[config.mk]
export PLATFORM = sky130hd
export DESIGN_NAME = vga_bounce_box
export DESIGN_NICKNAME = d
export VERILOG_FILES = /design/src/rtl/vga_bounce_box.sv
export SDC_FILE = /design/constraint.sdc
export NUM_CORES = 1
export LEC_CHECK = 0
export CORE_AREA = 3 3 113 137
export CTS_CLUSTER_DIAMETER = 60
export DETAILED_ROUTE_END_ITERATION = 6
export DIE_AREA = 0 0 116 140
export GPL_ROUTABILITY_DRIVEN = 0
export SYNTH_ARGS = -nofsm -noshare
export SYNTH_HDL_FRONTEND = slang
export SYNTH_SLANG_ARGS = --single-unit
[constraint.sdc]
create_clock -name clk -period 2.7 [get_ports clk]
set_input_delay 0.54 -clock clk [delete_from_list [all_inputs] [get_ports clk]]
set_output_delay 0.54 -clock clk [all_outputs]
set_load 0.01 [all_outputs]
[src/rtl/vga_bounce_box.sv]
// Pixel stage after the 640x480 VGA timing generator: draws a bouncing box over a
// bordered background and re-times the syncs so they line up with the colour.

module vga_bounce_axis #(
    parameter int LIMIT = 608,
    parameter int STEP  = 2
) (
    input  logic       clk,
    input  logic       clr,
    input  logic       move,
    output logic [9:0] pos,
    output logic       dir,
    output logic       hit
);
    localparam logic [10:0] STEP11  = 11'(STEP);
    localparam logic [10:0] LIMIT11 = 11'(LIMIT);

    logic [10:0] fwd;
    logic [9:0]  pos_nxt;

    // 11-bit sums so pos + STEP can never wrap before the limit compare
    always_comb begin
        fwd     = {1'b0, pos} + STEP11;
        hit     = 1'b0;
        pos_nxt = pos;
        if (dir) begin
            hit     = (fwd >= LIMIT11);
            pos_nxt = hit ? 10'(LIMIT) : fwd[9:0];
        end else begin
            hit     = ({1'b0, pos} <= STEP11);
            pos_nxt = hit ? 10'd0 : pos - 10'(STEP);
        end
    end

    always_ff @(posedge clk or posedge clr) begin
        if (clr) begin
            pos <= 10'd0;
            dir <= 1'b1;
        end else if (move) begin
            pos <= pos_nxt;
            if (hit)
                dir <= ~dir;
        end
    end
endmodule

module vga_bounce_box #(
    parameter int         HBP       = 144,
    parameter int         VBP       = 31,
    parameter int         VFP       = 511,
    parameter int         SIZE      = 32,
    parameter int         STEP      = 2,
    parameter logic [7:0] BOX_COLOR = 8'hE0,
    parameter logic [7:0] BG_COLOR  = 8'h03
) (
    input  logic       clk,
    input  logic       clr,
    input  logic [9:0] hc,
    input  logic [9:0] vc,
    input  logic       vidon,
    input  logic       hsync_in,
    input  logic       vsync_in,
    input  logic       pause,
    output logic [2:0] red,
    output logic [2:0] green,
    output logic [1:0] blue,
    output logic       hsync,
    output logic       vsync,
    output logic [7:0] bounce_cnt
);
    localparam int NUM_AXES = 2;
    localparam int XMAX = 640 - SIZE;
    localparam int YMAX = 480 - SIZE;

    logic                     tick, move;
    logic [NUM_AXES-1:0][9:0] pos;
    logic [NUM_AXES-1:0]      dir, hit;
    logic [9:0]               x, y;
    logic                     dx, dy;

    // hc == 0 keeps the strobe to one clock while vc sits on VFP for a whole line
    assign tick = (hc == 10'd0) && (vc == 10'(VFP));
    assign move = tick & ~pause;

    generate
        for (genvar a = 0; a < NUM_AXES; a++) begin : g_axis
            vga_bounce_axis #(
                .LIMIT (a == 0 ? XMAX : YMAX),
                .STEP  (STEP)
            ) u_axis (
                .clk  (clk),
                .clr  (clr),
                .move (move),
                .pos  (pos[a]),
                .dir  (dir[a]),
                .hit  (hit[a])
            );
        end
    endgenerate

    assign x  = pos[0];
    assign y  = pos[1];
    assign dx = dir[0];
    assign dy = dir[1];

    // a corner hit is one bounce, not two
    always_ff @(posedge clk or posedge clr) begin
        if (clr)
            bounce_cnt <= 8'd0;
        else if (move && (|hit))
            bounce_cnt <= bounce_cnt + 8'd1;
    end

    logic [9:0] col, row;
    logic       in_box, border;
    logic [7:0] pix, rgb;

    assign col = hc - 10'(HBP);
    assign row = vc - 10'(VBP);

    always_comb begin
        in_box = (col >= x) && ({1'b0, col} < ({1'b0, x} + 11'(SIZE))) &&
                 (row >= y) && ({1'b0, row} < ({1'b0, y} + 11'(SIZE)));
        border = (col < 10'd4) || (col >= 10'd636) || (row < 10'd4) || (row >= 10'd476);
        pix    = 8'h00;
        if (vidon) begin
            if (in_box)
                pix = BOX_COLOR;
            else if (border)
                pix = 8'hFF;
            else
                pix = BG_COLOR;
        end
    end

    // syncs share the colour register stage so they stay aligned
    always_ff @(posedge clk or posedge clr) begin
        if (clr) begin
            rgb   <= 8'h00;
            hsync <= 1'b1;
            vsync <= 1'b1;
        end else begin
            rgb   <= pix;
            hsync <= hsync_in;
            vsync <= vsync_in;
        end
    end

    assign {red, green, blue} = rgb;
endmodule

Yosys cells after proc, flatten, opt, wreduce, memory -nomap -nowiden:

Cells that the tools add are included.

* register bits: 40
* bits in latches: 0
* RAM bits: 0
* ROM bits: 0
* output and inout port bits: 18
* memories kept: 0

* $add $sub $neg: 9
* multipliers: 0
* divide/modulo/power cells: 0
* magnitude comparators: 12
* equal/unequal tests: 1
* shift operators: 0
* mux-type cells: 11
* bitwise operators: 4
* reductions and logical operators: 12

Operators by type and width (count)
* two-way mux 10 bit: 6
* two-way mux 8 bit: 3
* adder 10 x 2 -> 11 bit (second input constant): 2
* adder 10 x 6 -> 11 bit (second input constant): 2
* < comparator 10 x 11 -> 1 bit: 2
* >= comparator 10 bit: 2
* less-or-equal comparator 10 x 2 -> 1 bit (second input constant): 2
* < comparator 10 x 3 -> 1 bit (second input constant): 2
* subtractor 10 x 2 -> 10 bit (second input constant): 2
* >= comparator 11 x 10 -> 1 bit (second input constant): 1
* >= comparator 11 x 9 -> 1 bit (second input constant): 1
* == test 10 x 9 -> 1 bit (second input constant): 1
* >= comparator 10 bit (second input constant): 1
* >= comparator 10 x 9 -> 1 bit (second input constant): 1
* logical NOT 10 bit: 1
* subtractor 10 x 5 -> 10 bit (second input constant): 1
* subtractor 10 x 8 -> 10 bit (second input constant): 1
* adder 8 x 1 -> 8 bit (second input constant): 1
* logical AND 1 bit: 5
* AND reduction 2 bit: 2
* logical OR 1 bit: 3
* inverter 1 bit: 3
* two-way mux 1 bit: 2
* OR reduction 2 bit: 1
* bitwise AND 1 bit: 1

Logic depth before layout (Yosys ltp):

* depth in word-level cells: 8
* mapped depth: 13
* depth with buffers taken out: 12

Modules after synthesis:

From an unflattened synthesis, not the netlist that was laid out.

* cell total of the unflattened synthesis: 490
* area total of the unflattened synthesis: 4036.4 um^2

By module, submodules not included
* vga_bounce_box: times used 1, cells each 239, area each 2013.2 um^2, sequential area each 327.8 um^2
* vga_bounce_axis (g_axis[0].u_axis): times used 1, cells each 132, area each 1062.3 um^2, sequential area each 251.5 um^2
* vga_bounce_axis (g_axis[1].u_axis): times used 1, cells each 119, area each 960.9 um^2, sequential area each 251.5 um^2

Least setup slack after synthesis:

OpenSTA, ideal clock, no wires.

* path kind: input-to-reg
* from: in vc[2]
* to: reg rgb[4]
* data arrival time: 2.698 ns
* required time: 2.580 ns
* slack: -0.118 ns
* cell stages on the path: 12
* cells stage by stage: clkbuf_1 -> nand3_1 -> nor2_1 -> nor3_1 -> xor2_1 -> ha_1 -> o21a_1 -> o211ai_1 -> o21ai_0 -> o221ai_1 -> nor4_1 -> and3b_1

* cells in the longest elaborated chain, start to end: 7

Ends and longest elaborated chain
* start, declared: line 59 `input logic [9:0] vc,`
* subtractor 10 x 5 -> 10 bit *: line 119 `assign row = vc - 10'(VBP);`
* < comparator 10 x 3 -> 1 bit: line 124 `border = (col < 10'd4) || (col >= 10'd636) || (row < 10'd4) || (row >= 10'd476);`
* logical OR 1 bit (2 in a row): line 124
* two-way mux 8 bit: line 129 `else if (border)`
* two-way mux 8 bit *: line 127 `if (in_box)`
* two-way mux 8 bit *: line 126 `if (vidon) begin`
* end signal, assigned: line 143 `rgb <= pix;`
* end, declared: line 116 `logic [7:0] pix, rgb;`

Every way passes the cells marked *; elsewhere a longest branch is shown, timed or not.
A chain may end at the register's enable or synchronous reset.

Worst setup path in the final report:

* from: in vc[6]
* to: reg rgb[4]

Same word-level chain as after synthesis.

==> impl_metrics.yaml <==
outcome:
  outcome: "finished clean"
logic_synthesis:
  async_reset_ff_share_pct: 100
  ys_seq_area_share_pct: 23.5
  synth_common_cells: "44 x ha_1, 39 x nand2_1, 31 x o21ai_0"
  yosysMostFrequentCell: "ha_1"
  syn-cell-area_um2: 3540
  yosysUniqueCellTypes: 72
  synth_top_cells_by_area: "dfrtp_1 21%, ha_1 16%, xnor2_1 5.0%, o21ai_0 4.4%, nand2_1 4.1%"
  ys_dominant_reg_cell: "dfrtp_1"
  yosysTopAreaCellShare_pct: 20.5
  syn_inst: 429
  syn_area_per_cell_um2: 8.25
  syn_nets: 499
  synth_warnings: 0
  synth_edf_count: 0
  synth_seq_cells: 33
  yosys.area.top_type: "dfrtp_1"
power:
  pwr_density_cell_nw_per_um2: 305
  p_total_mw: 1.49
  leakagePower_nw: 1.98
  vdd_drop_max_mv: 0.192
run:
  max_cap_violations: 0
worst_setup_path:
  criticalPathCategory: "in -> reg"
  critPathCapture: "rgb[4]"
  cp-end-kind: "flip-flop"
  worstSetupStartpoint: "vc[6]"
  cp_slowest_cell: "xor2_1"
  worstPathCellList: "dlygate4sd2_1 -> or2_4 -> nor4_4 -> xor2_1 -> ha_1 -> o32ai_2 -> o221ai_2 -> nor4_4 -> and3b_1"
  crit_arrival_ns: 2.75
  required_ns: 2.86
  cp_top_family: "simple AND/OR/NAND/NOR gates"
  crit_top_cell: "nor4_4"
  cp.depth: 9
  regToRegEndpoint: "rgb[4]"
  r2r_start: "g_axis[0].u_axis.pos[5]"
  crit_path_start_kind: "primary input"
  cp_max_fo: 3
  ff2ff_setup_slack_ns: 0.22
  max_stage_delay_ns: 0.30
  r2r_cells: 9
  crit_buf_inv: 1
floorplanning:
  ios: 44
  rows: 48
  die_area_um2: 16200
  initial_utilization_pct: 24.8
  fp.dieW_um: 116
  core_um2: 14300
  die_y_um: 140
routing:
  firstDrtPassIters: 5
  wirelength_mm: 10.4
  wire_per_inst_um: 14.9
  drcViolationCount: 0
  ant_nets: 0
  viasPerCell: 5.28
  via_count: 3662
  drt_iter0_drc: 327
clocking:
  clk_pin_slew_ns: 0.05
  cts_tree: "done"
  insertion_delay_ns: 0.28
  clock_sink_count: 33
  cts_root_buf: "clkbuf_16"
  cts_max_level: 2
  clk_path_buf_depth: 2
  cts_buffers: 5
timing:
  finalSetupViolCount: 0
  tightest_slew_ns: 0.540
  timing.final.crit_share_pct: 95.7
  finalHoldViolCount: 0
  maxSlewHeadroom_pct: 63.8
  period_minus_slack_ns: 2.58
  report.final.slew_viol_count: 0
  rsz0062_at_grt: "true"
  timing.fmax_ghz: 0.387
  fin_skew_ns: 0.00845
grt:
  grt_max_degree: 34
  grt_pass1_vias: 3506
  antenna_found_initial: 0
  grt_pass1_wl_mm: 16.7
  grt_remaining_overflow: 0
  grtUsageTotal_pct: 12.6
finish:
  n_antenna_cell: 0
  final_nets: 588
  synthToLayoutAreaGrowth_pct: 38.2
  drive_gt1_share_pct: 25.0
  final_core_util_pct: 34.2
  final_area_um2: 4890
worst_hold_path:
  holdPathStages: 1
  hold_class: "reg -> reg"
place:
  numPortBuffers: 43
  post_dp_cell_area_um2: 4490
  place_hpwl_mm: 7.95
[cells in the final DEF (no fill, tap or decap), drive strengths merged, types with 3 or more instances in the layout]
master and n:
a211oi 4, a21boi 3, a21oi 19, a22oi 3
a31oi 9, a32o 3, and3 4, buf 66
clkbuf 9, clkdlybuf4s50 30, dfrtp 29, dfstp 4
dlygate4sd2 8, ha 44, inv 29, nand2 39
nand3 21, nand4 12, nor2 20, nor2b 5
nor3 18, nor4 5, o211ai 3, o21a 7
o21ai 33, o221ai 6, o22ai 7, o31a 3
o31ai 4, xnor2 20, xor2 9
[layer usage]
metal / share of wire (%) / GRT usage, % / vias up / wire length (µm)
li1: - / - / 1768 / -
met1: 44 / 15.8 / 1727 / 4540
met2: 49 / 21.5 / 150 / 5080
met3: 5.2 / 1.82 / 17 / 539
met4: 1.9 / 4.64 / 0 / 199
met5: 0 / 0 / - / 0
[how the worst min path moves through the flow]
stage	startpoint	endpoint	slack, ns
after global routing	bounce_cnt[6]	bounce_cnt[6]	0.53
after floorplan	bounce_cnt[7]	bounce_cnt[7]	0.51
after global placement	bounce_cnt[7]	bounce_cnt[7]	0.47
after detailed placement	bounce_cnt[4]	bounce_cnt[4]	0.51
after CTS	bounce_cnt[4]	bounce_cnt[4]	0.52
final	bounce_cnt[7]	bounce_cnt[7]	0.51
[cell type report]
class	instances	area, µm²
Timing Repair Buffer	108	901
Clock inverter	1	5.00
Inverter	29	111
Fill cell	1499	9400
Sequential cell	33	832
Multi-Input combinational cell	341	2670
Clock buffer	7	153
Tap cell	175	219
[where the power goes]
part	internal, mW	switching (mW)	total, mW
Clock	0.391	0.219	0.610
Combinational	0.199	0.178	0.377
Sequential	0.502	0.00381	0.506
Total	1.09	0.400	1.49
[metrics by stage]
step	hold slack, ns	TNS (ns)	instances	setup WS [ns]
after floorplan	0.508	0	429	0.0362
after global placement	0.466	-5.86	680	-0.602
after detailed placement	0.505	-7.13	680	-0.730
after CTS	0.515	0	691	0.00727
after global routing	0.526	-0.0307	694	-0.0227
final	0.508	0	694	0.116
[timing repair]
| item | 4_1_cts | 5_1_grt |
|---|---|---|
| cloned | 0 | 0 |
| setup buffers | 3 | 3 |
| endpoints found under the setup margin | 8 | 10 |
| gates resized for setup | 39 | 29 |
| pin swaps | 22 | 14 |
| hold buffers | 0 | 0 |
[registers in the layout, indices dropped and copies added, names as in the netlist]
signal	flops
g_axis.u_axis.pos	18
bounce_cnt	8
rgb	3
g_axis.u_axis.dir	2
hsync	1
vsync	1
[kinds of logic after synthesis]
family / count (synthesis) / share of synthesized area, %
flip-flops: 33 / 23.5
adder cells (fa/ha/maj): 44 / 15.6
AND/OR/NAND/NOR: 139 / 20.8
buffers and inverters: 55 / 7.32
AO/OA/AOI/OAI: 127 / 25.0
multiplexers: 2 / 0.707
XOR/XNOR: 29 / 7.18
Note: power is estimated with default switching activity, not from simulation.
